<file path="src/rtl/reg_read_responder.sv">
`timescale 1ns/1ps
// reg_read_responder
//   A bank of DEPTH x WIDTH registers. Writes land on a plain enable strobe.
//   Reads arrive on a valid/ready request channel and are answered from a
//   2-entry response FIFO on a valid/ready response channel. No request input
//   reaches a response output without passing through a flop.
//
// Ports
//   clk, rst             : single clock, synchronous active-high reset
//   wr_en/wr_addr/wr_data: write strobe; out-of-range addresses are dropped
//   req_valid/req_ready  : read request handshake (req_ready is registered)
//   req_addr             : read address
//   rsp_valid/rsp_ready  : response handshake
//   rsp_data/rsp_err     : head-of-FIFO response; both zero when empty
module reg_read_responder #(
  parameter int               WIDTH       = 8,
  parameter int               DEPTH       = 8,
  parameter int               ADDR_W      = $clog2(DEPTH),
  parameter logic [WIDTH-1:0] RESET_VALUE = '0
) (
  input  logic              clk,
  input  logic              rst,
  input  logic              wr_en,
  input  logic [ADDR_W-1:0] wr_addr,
  input  logic [WIDTH-1:0]  wr_data,
  input  logic              req_valid,
  output logic              req_ready,
  input  logic [ADDR_W-1:0] req_addr,
  output logic              rsp_valid,
  input  logic              rsp_ready,
  output logic [WIDTH-1:0]  rsp_data,
  output logic              rsp_err
);

  // One extra bit so DEPTH itself is representable for range compares.
  localparam logic [ADDR_W:0] DEPTH_W = (ADDR_W+1)'(DEPTH);

  // Register bank
  logic [WIDTH-1:0] mem_q [DEPTH];

  // Response FIFO: data/err slots carry no reset; count and pointers do.
  logic [WIDTH-1:0] fifo_data_q [2];
  logic             fifo_err_q  [2];
  logic             rd_ptr_q, rd_ptr_d;
  logic             wr_ptr_q, wr_ptr_d;
  logic [1:0]       count_q, count_d;
  logic             req_ready_q, req_ready_d;

  logic             wr_in_range;
  logic             rd_in_range;
  logic             wr_hit;
  logic             push;
  logic             pop;
  logic [WIDTH-1:0] rd_data;
  logic             rd_err;

  always_comb begin
    wr_in_range = ({1'b0, wr_addr} < DEPTH_W);
    rd_in_range = ({1'b0, req_addr} < DEPTH_W);
    wr_hit      = wr_en && wr_in_range;
    push        = req_valid && req_ready_q;
    pop         = (count_q != 2'd0) && rsp_ready;

    // Snapshot taken at acceptance; a same-edge write to the same address
    // wins so the response reflects the post-edge register contents.
    rd_data = '0;
    rd_err  = 1'b0;
    if (!rd_in_range) begin
      rd_err = 1'b1;
    end else if (wr_hit && (wr_addr == req_addr)) begin
      rd_data = wr_data;
    end else begin
      rd_data = mem_q[req_addr];
    end

    count_d = count_q;
    unique case ({push, pop})
      2'b10:   count_d = count_q + 2'd1;
      2'b01:   count_d = count_q - 2'd1;
      default: count_d = count_q;
    endcase

    rd_ptr_d = pop  ? ~rd_ptr_q : rd_ptr_q;
    wr_ptr_d = push ? ~wr_ptr_q : wr_ptr_q;

    // Ready drops as soon as the buffer will be full, so a push never
    // lands on a full FIFO.
    req_ready_d = (count_d != 2'd2);
  end

  // Register bank update
  always_ff @(posedge clk) begin
    if (rst) begin
      for (int i = 0; i < DEPTH; i++) begin
        mem_q[i] <= RESET_VALUE;
      end
    end else if (wr_hit) begin
      mem_q[wr_addr] <= wr_data;
    end
  end

  // FIFO control
  always_ff @(posedge clk) begin
    if (rst) begin
      count_q     <= 2'd0;
      rd_ptr_q    <= 1'b0;
      wr_ptr_q    <= 1'b0;
      req_ready_q <= 1'b0;
    end else begin
      count_q     <= count_d;
      rd_ptr_q    <= rd_ptr_d;
      wr_ptr_q    <= wr_ptr_d;
      req_ready_q <= req_ready_d;
    end
  end

  // FIFO storage
  always_ff @(posedge clk) begin
    if (push && !rst) begin
      fifo_data_q[wr_ptr_q] <= rd_data;
      fifo_err_q[wr_ptr_q]  <= rd_err;
    end
  end

  // Empty FIFO presents zeros so stale slot contents never leak out.
  always_comb begin
    req_ready = req_ready_q;
    rsp_valid = (count_q != 2'd0);
    rsp_data  = rsp_valid ? fifo_data_q[rd_ptr_q] : '0;
    rsp_err   = rsp_valid ? fifo_err_q[rd_ptr_q]  : 1'b0;
  end

endmodule

</file>
<file path="config.mk">
export PLATFORM = sky130hd
export DESIGN_NAME = reg_read_responder
export DESIGN_NICKNAME = d
export VERILOG_FILES = /design/src/rtl/reg_read_responder.sv
export SDC_FILE = /design/constraint.sdc
export NUM_CORES = 1
export LEC_CHECK = 0
export CAP_MARGIN = 20
export CELL_PAD_IN_SITES_DETAIL_PLACEMENT = 2
export CELL_PAD_IN_SITES_GLOBAL_PLACEMENT = 2
export CORE_ASPECT_RATIO = 1.5
export CORE_MARGIN = 2
export CORE_UTILIZATION = 44
export CTS_CLUSTER_SIZE = 16
export DETAILED_ROUTE_END_ITERATION = 16
export PLACE_DENSITY = 0.8
export SYNTH_ARGS = -nofsm -noshare
export SYNTH_HDL_FRONTEND = slang
export SYNTH_SLANG_ARGS = --single-unit
</file>
<file path="constraint.sdc">
create_clock -name clk -period 2.9 [get_ports clk]
set_input_delay 0.29 -clock clk [delete_from_list [all_inputs] [get_ports clk]]
set_output_delay 0.29 -clock clk [all_outputs]
set_load 0.02 [all_outputs]
</file>
# Word level (Yosys, flattened, before mapping)
# Memory sizes are Yosys's and may differ from the RTL's. A register that Yosys moved wholly into a read port is not among the register bits.
# Index checks and enable logic that the tools add are counted.
[op_classes] reduce_logical=7 n_addsub=2 n_eq_ne=4 n_mux=16 bitwise_logic=2
[op_table] cell="$mux 8" count=3
[op_table] cell="$mux 1" count=11
[op_table] cell="$reduce_or 8->1" count=1
[op_table] cell="$logic_and 1x1->1" count=4
[op_table] cell="$pmux 2 s2" count=1
[op_table] cell="$eq 3x3->1" count=1
[op_table] cell="$mux 3" count=1
[op_table] cell="$add 2x1->2 const B" count=1
[op_table] cell="$eq 2x1->1 const B" count=1
[op_table] cell="$eq 2x2->1 const B" count=1
[op_table] cell="$ne 2x2->1 const B" count=1
[op_table] cell="$not 1->1" count=2
[op_table] cell="$reduce_bool 2->1" count=1
[op_table] cell="$sub 2x1->2 const B" count=1
[op_table] cell="$logic_not 1->1" count=1
[word_totals] input_bits=19 regBits=5 word_cells=37 out_inout_bits=11 n_memories=2 ramBits=80
[memory_table] memory="mem_q" depth=8 word_bits=8 rd=1 rd_clocked_by_memory_dff=0 write_ports=8 line="39" text="logic [WIDTH-1:0] mem_q [DEPTH];"
[memory_table] memory="fifo_data_q" depth=2 word_bits=8 rd=1 rd_clocked_by_memory_dff=1 write_ports=1 line="42" text="logic [WIDTH-1:0] fifo_data_q [2];"

# Depth between registers and ports, before layout
[logic_depth] word_depth=5 ltp_mapped=7 ltp_nobuf=6

# Worst setup path after synthesis
# No wires, ideal clock.
[synth_path] path_kind="input-to-reg" start="input port req_addr[1]" end="memory fifo_data_q[0][0], data pin" setup_time_ps=262 stages=5 n_path_buf=2 slack_ps=904 t_arrival_ps=1733 required_ps=2638 path_cell_list="clkbuf_1 -> clkbuf_1 -> mux4_2 -> mux2_2 -> mux2_2"
[synth_between] elab_chain_len=3 word_cells_on_any_way=4 classes_between="eq/ne: 1; mux: 1; reduce/logical: 1; memory: 1"
[synth_rtl] item="start: declaration" line="28" text="input logic [ADDR_W-1:0] req_addr,"
[synth_rtl] item="parallel branches: the longest is 2 deep, another holds $mem_v2 8x8"
[synth_rtl] item="$mux 8 *" line="70" text="end else if (wr_hit && (wr_addr == req_addr)) begin"
[synth_rtl] item="named net rd_data[0]" line="54" text="logic [WIDTH-1:0] rd_data;"
[synth_rtl] item="end: declaration" line="42"
# Mark *: on every way through the listed nets, which the timed path passes.

# Worst setup path in the final report
[layout_path] start="register count_q[0]" end="output port rsp_data[4]"
[layout_between] elab_chain_len=2
[layout_rtl] item="start: declaration" line="46" text="logic [1:0] count_q, count_d;"
[layout_rtl] item="start signal: assignment" line="110" text="count_q <= count_d;"
[layout_rtl] item="$reduce_bool 2->1" line="128" text="rsp_valid = (count_q != 2'd0);"
[layout_rtl] item="$mux 8" line="129" text="rsp_data = rsp_valid ? fifo_data_q[rd_ptr_q] : '0;"
[layout_rtl] item="end: declaration" line="31" text="output logic [WIDTH-1:0] rsp_data,"
# Every way passes these cells.

==> impl_metrics.csv <==
group,metric,value,unit
global_route,grt_antenna_before_repair,0,
yosys,syn_nets,277,
timing,hold_viol,0,
route,vias_per_cell,5.575,
timing,maxSlewViolCount,0,
cts,clkSinkCount,86,
pwr,switchingPower,0.8346,mW
yosys,synth_cells,257,
job,cap_viol_max_count,0,
worst_setup_path,crit_type,"reg2out",
cts,cts_root_buf,"clkbuf_16",
route,dr.pass1.iters,4,
yosys,synth-seq-area-share,63.48,%
timing,grt_setup_unrepaired,"no",
cells_and_area,drive_gt1_share,16.01,%
cells_and_area,mostFrequentLayoutCells,"edfxtp_1, and2_1, clkdlybuf4s50_1, nor2_1, mux2_2",
timing,finalSetupViolations,0,
global_route,grt_pass1_wl,16130,um
global_route,grt-ovfl-total,0,
timing,layout_min_cycle_time,2201,ps
worst_setup_path,startpoint_type,"register",
placement,io_buffers,28,
worst_setup_path,timing.rr.start,"mem_q[6][2]",
timing,fin_crit_sh,75.89,%
placement,routabilityCongestion,0.7577,
floorplan,die_h,120.4,um
route,wl_per_cell,25.68,um
pwr,power.share.clock,36.7,%
yosys,syn_area,3974,um2
yosys,synth_cell_types,32,
route,wl,10680,um
timing,whs,533.7,ps
cts,numCtsBuffers,9,
pwr,powerDensity,698.5,nW/um2
pwr,sw_frac_of_total,25.26,%
floorplan,num_io_pins,30,
cts,cts_tree,"yes",
timing,finalSetupTns,0,ps
yosys,synth.area.top_cells,"edfxtp_1, and2_1, mux4_1",
worst_setup_path,crit_start,"count_q[0]",
cts,worstSkewPairLatency,340,ps
worst_setup_path,critPathMaxFanout,9,
route,drc,0,
cells_and_area,final_common_cell,"edfxtp_1",
timing,relSlewSlack,59.15,%
cells_and_area,nets,321,
cells_and_area,n_fill_cell,818,
worst_setup_path,end_kind,"primary output",
global_route,grt_max_degree,18,
worst_setup_path,crit_required,2610,ps
pwr,p_int,2.469,mW
pwr,seqPwrFrac,46.4,%
pwr,power.share.combinational,16.9,%
yosys,synth_area_leader_cell,"edfxtp_1",
floorplan,die_area,9823,um2
cts,clockBufferDepth,2,
route,drt_iter0_markers,174,
global_route,grt_util_all_layers,24.20,%
timing,finClkSkew,6.757,ps
timing,fmax,454.4,MHz
yosys,yosysTopAreaCellShare,60.45,%
floorplan,core_area,8828,um2
status,status,"finished, final reports clean",
pwr,vdd_ir_drop_max,446.7,uV
yosys,yosysWarningCount,0,
cts,clkSlewWorstSetupHoldPaths,60,ps
placement,hpwl,7470,um
cts,cts_htree_levels,3,
floorplan,initial_core_util,45.01,%
pwr,power_leakage,1.698,nW
floorplan,die_w,81.60,um
cts,cts_hold_buffers,0,
cts,cts-resized-gates,0,
worst_hold_path,min_path_type,"reg2reg",
timing,worst_pin_slew,611.0,ps
yosys,yosys_register_bits,86,
floorplan,rows,42,
route,ant_nets,0,
worst_setup_path,arrival,1910,ps
route,num_vias,2319,
yosys,postSynthAreaPerCell,15.46,um2
worst_hold_path,holdCritStartpoint,"rd_ptr_q",
global_route,grt_pass1_vias,2573,
cells_and_area,area_delta_synth_final,19.02,%
cts,cts_setup_buffers,0,
cells_and_area,num_antenna_cells,0,
[layout make-up]
type	count	area (um2)	share of cell area [%]
clock buffers	10	229.0	4.841
multi-input cells	160	1371	28.99
flip-flops and latches	86	2522	53.33
well taps	110	137.6	2.910
repair buffers	42	385.4	8.148
inverters	2	7.507	0.1587
clock inverters	6	76.32	1.614
[flip-flops by register name, indices dropped and copies added, names as in the netlist, named ones only]
name	count
fifo_data_q	16
count_q	2
mem_q	64
wr_ptr_q	1
req_ready	1
rd_ptr_q	1
[synth_stat cells (all sizes together)]
library cell,count
conb,1
dfxtp,6
mux2,16
or3,1
mux4,16
ha,1
and2,64
or2,8
or3b,1
xor2,4
xnor2,4
nand2,3
nor3,3
nor3b,1
mux2i,8
nand4,1
a211oi,1
nand3b,1
nand2b,2
clkbuf,5
o21ai,2
inv,2
a21oi,1
edfxtp,80
nor2,21
buf,4
[stage by stage]
stage | std cells | cell area [um2] | worst slack (ps) | util, % | power, mW
floorplan | 257 | 3974 | 904.3 | - | 1.866
global placement | 400 | 4424 | 387.4 | 50.11 | 2.074
detailed placement | 400 | 4424 | 372.9 | 50.11 | 2.120
CTS | 416 | 4730 | 624.4 | 53.57 | 3.339
global route | 416 | 4730 | 524.5 | 53.57 | 3.432
finish | 416 | 4730 | 699.3 | 53.57 | 3.304
[metal layers]
metal,global-route usage [%],part of all wire (%),vias up
met5,0,0,-
met4,9.167,1.9,0
met3,4.925,2.9,13
met2,42.01,55,57
met1,29.08,41,1214
li1,-,-,1035
[cells by family (layout without fill, tap and decap cells)]
| logic type | count (synthesis) | count (layout) | share of synthesized area, % |
|---|---|---|---|
| AO/OA/AOI/OAI | 4 | 4 | 0.5665 |
| XOR/XNOR | 8 | 8 | 1.763 |
| adder cells (fa/ha/maj) | 1 | 1 | 0.3148 |
| buffers and inverters | 11 | 60 | 2.015 |
| flip-flops | 86 | 86 | 63.48 |
| multiplexers | 40 | 40 | 16.56 |
| other | 1 | 1 | 0.09437 |
| AND/OR/NAND/NOR | 106 | 106 | 15.21 |
[power groups by stage]
stage | logic, mW | registers [mW] | clock network, mW
after global placement | 0.525 | 1.55 | 0
final | 0.557 | 1.53 | 1.21
after global routing | 0.605 | 1.55 | 1.28
after floorplan | 0.354 | 1.51 | 0
after detailed placement | 0.559 | 1.56 | 0
after CTS | 0.566 | 1.54 | 1.24
[critical path, cell delays in order, from the launching register on]
cell             delay (ps)
dfxtp_1                 370
nor2_1                  510
nor2_1                  120
clkdlybuf4s50_1         570
[final timing paths]
kind	endpoint	cells after the start	slack, ps
worst max-delay path	rsp_data[4]	3	700
worst min-delay path	register	2	530
worst max register to register	fifo_data_q[1][2]	3	1120
worst min register to register	register	2	530
Power figures use the tool's default switching activity.
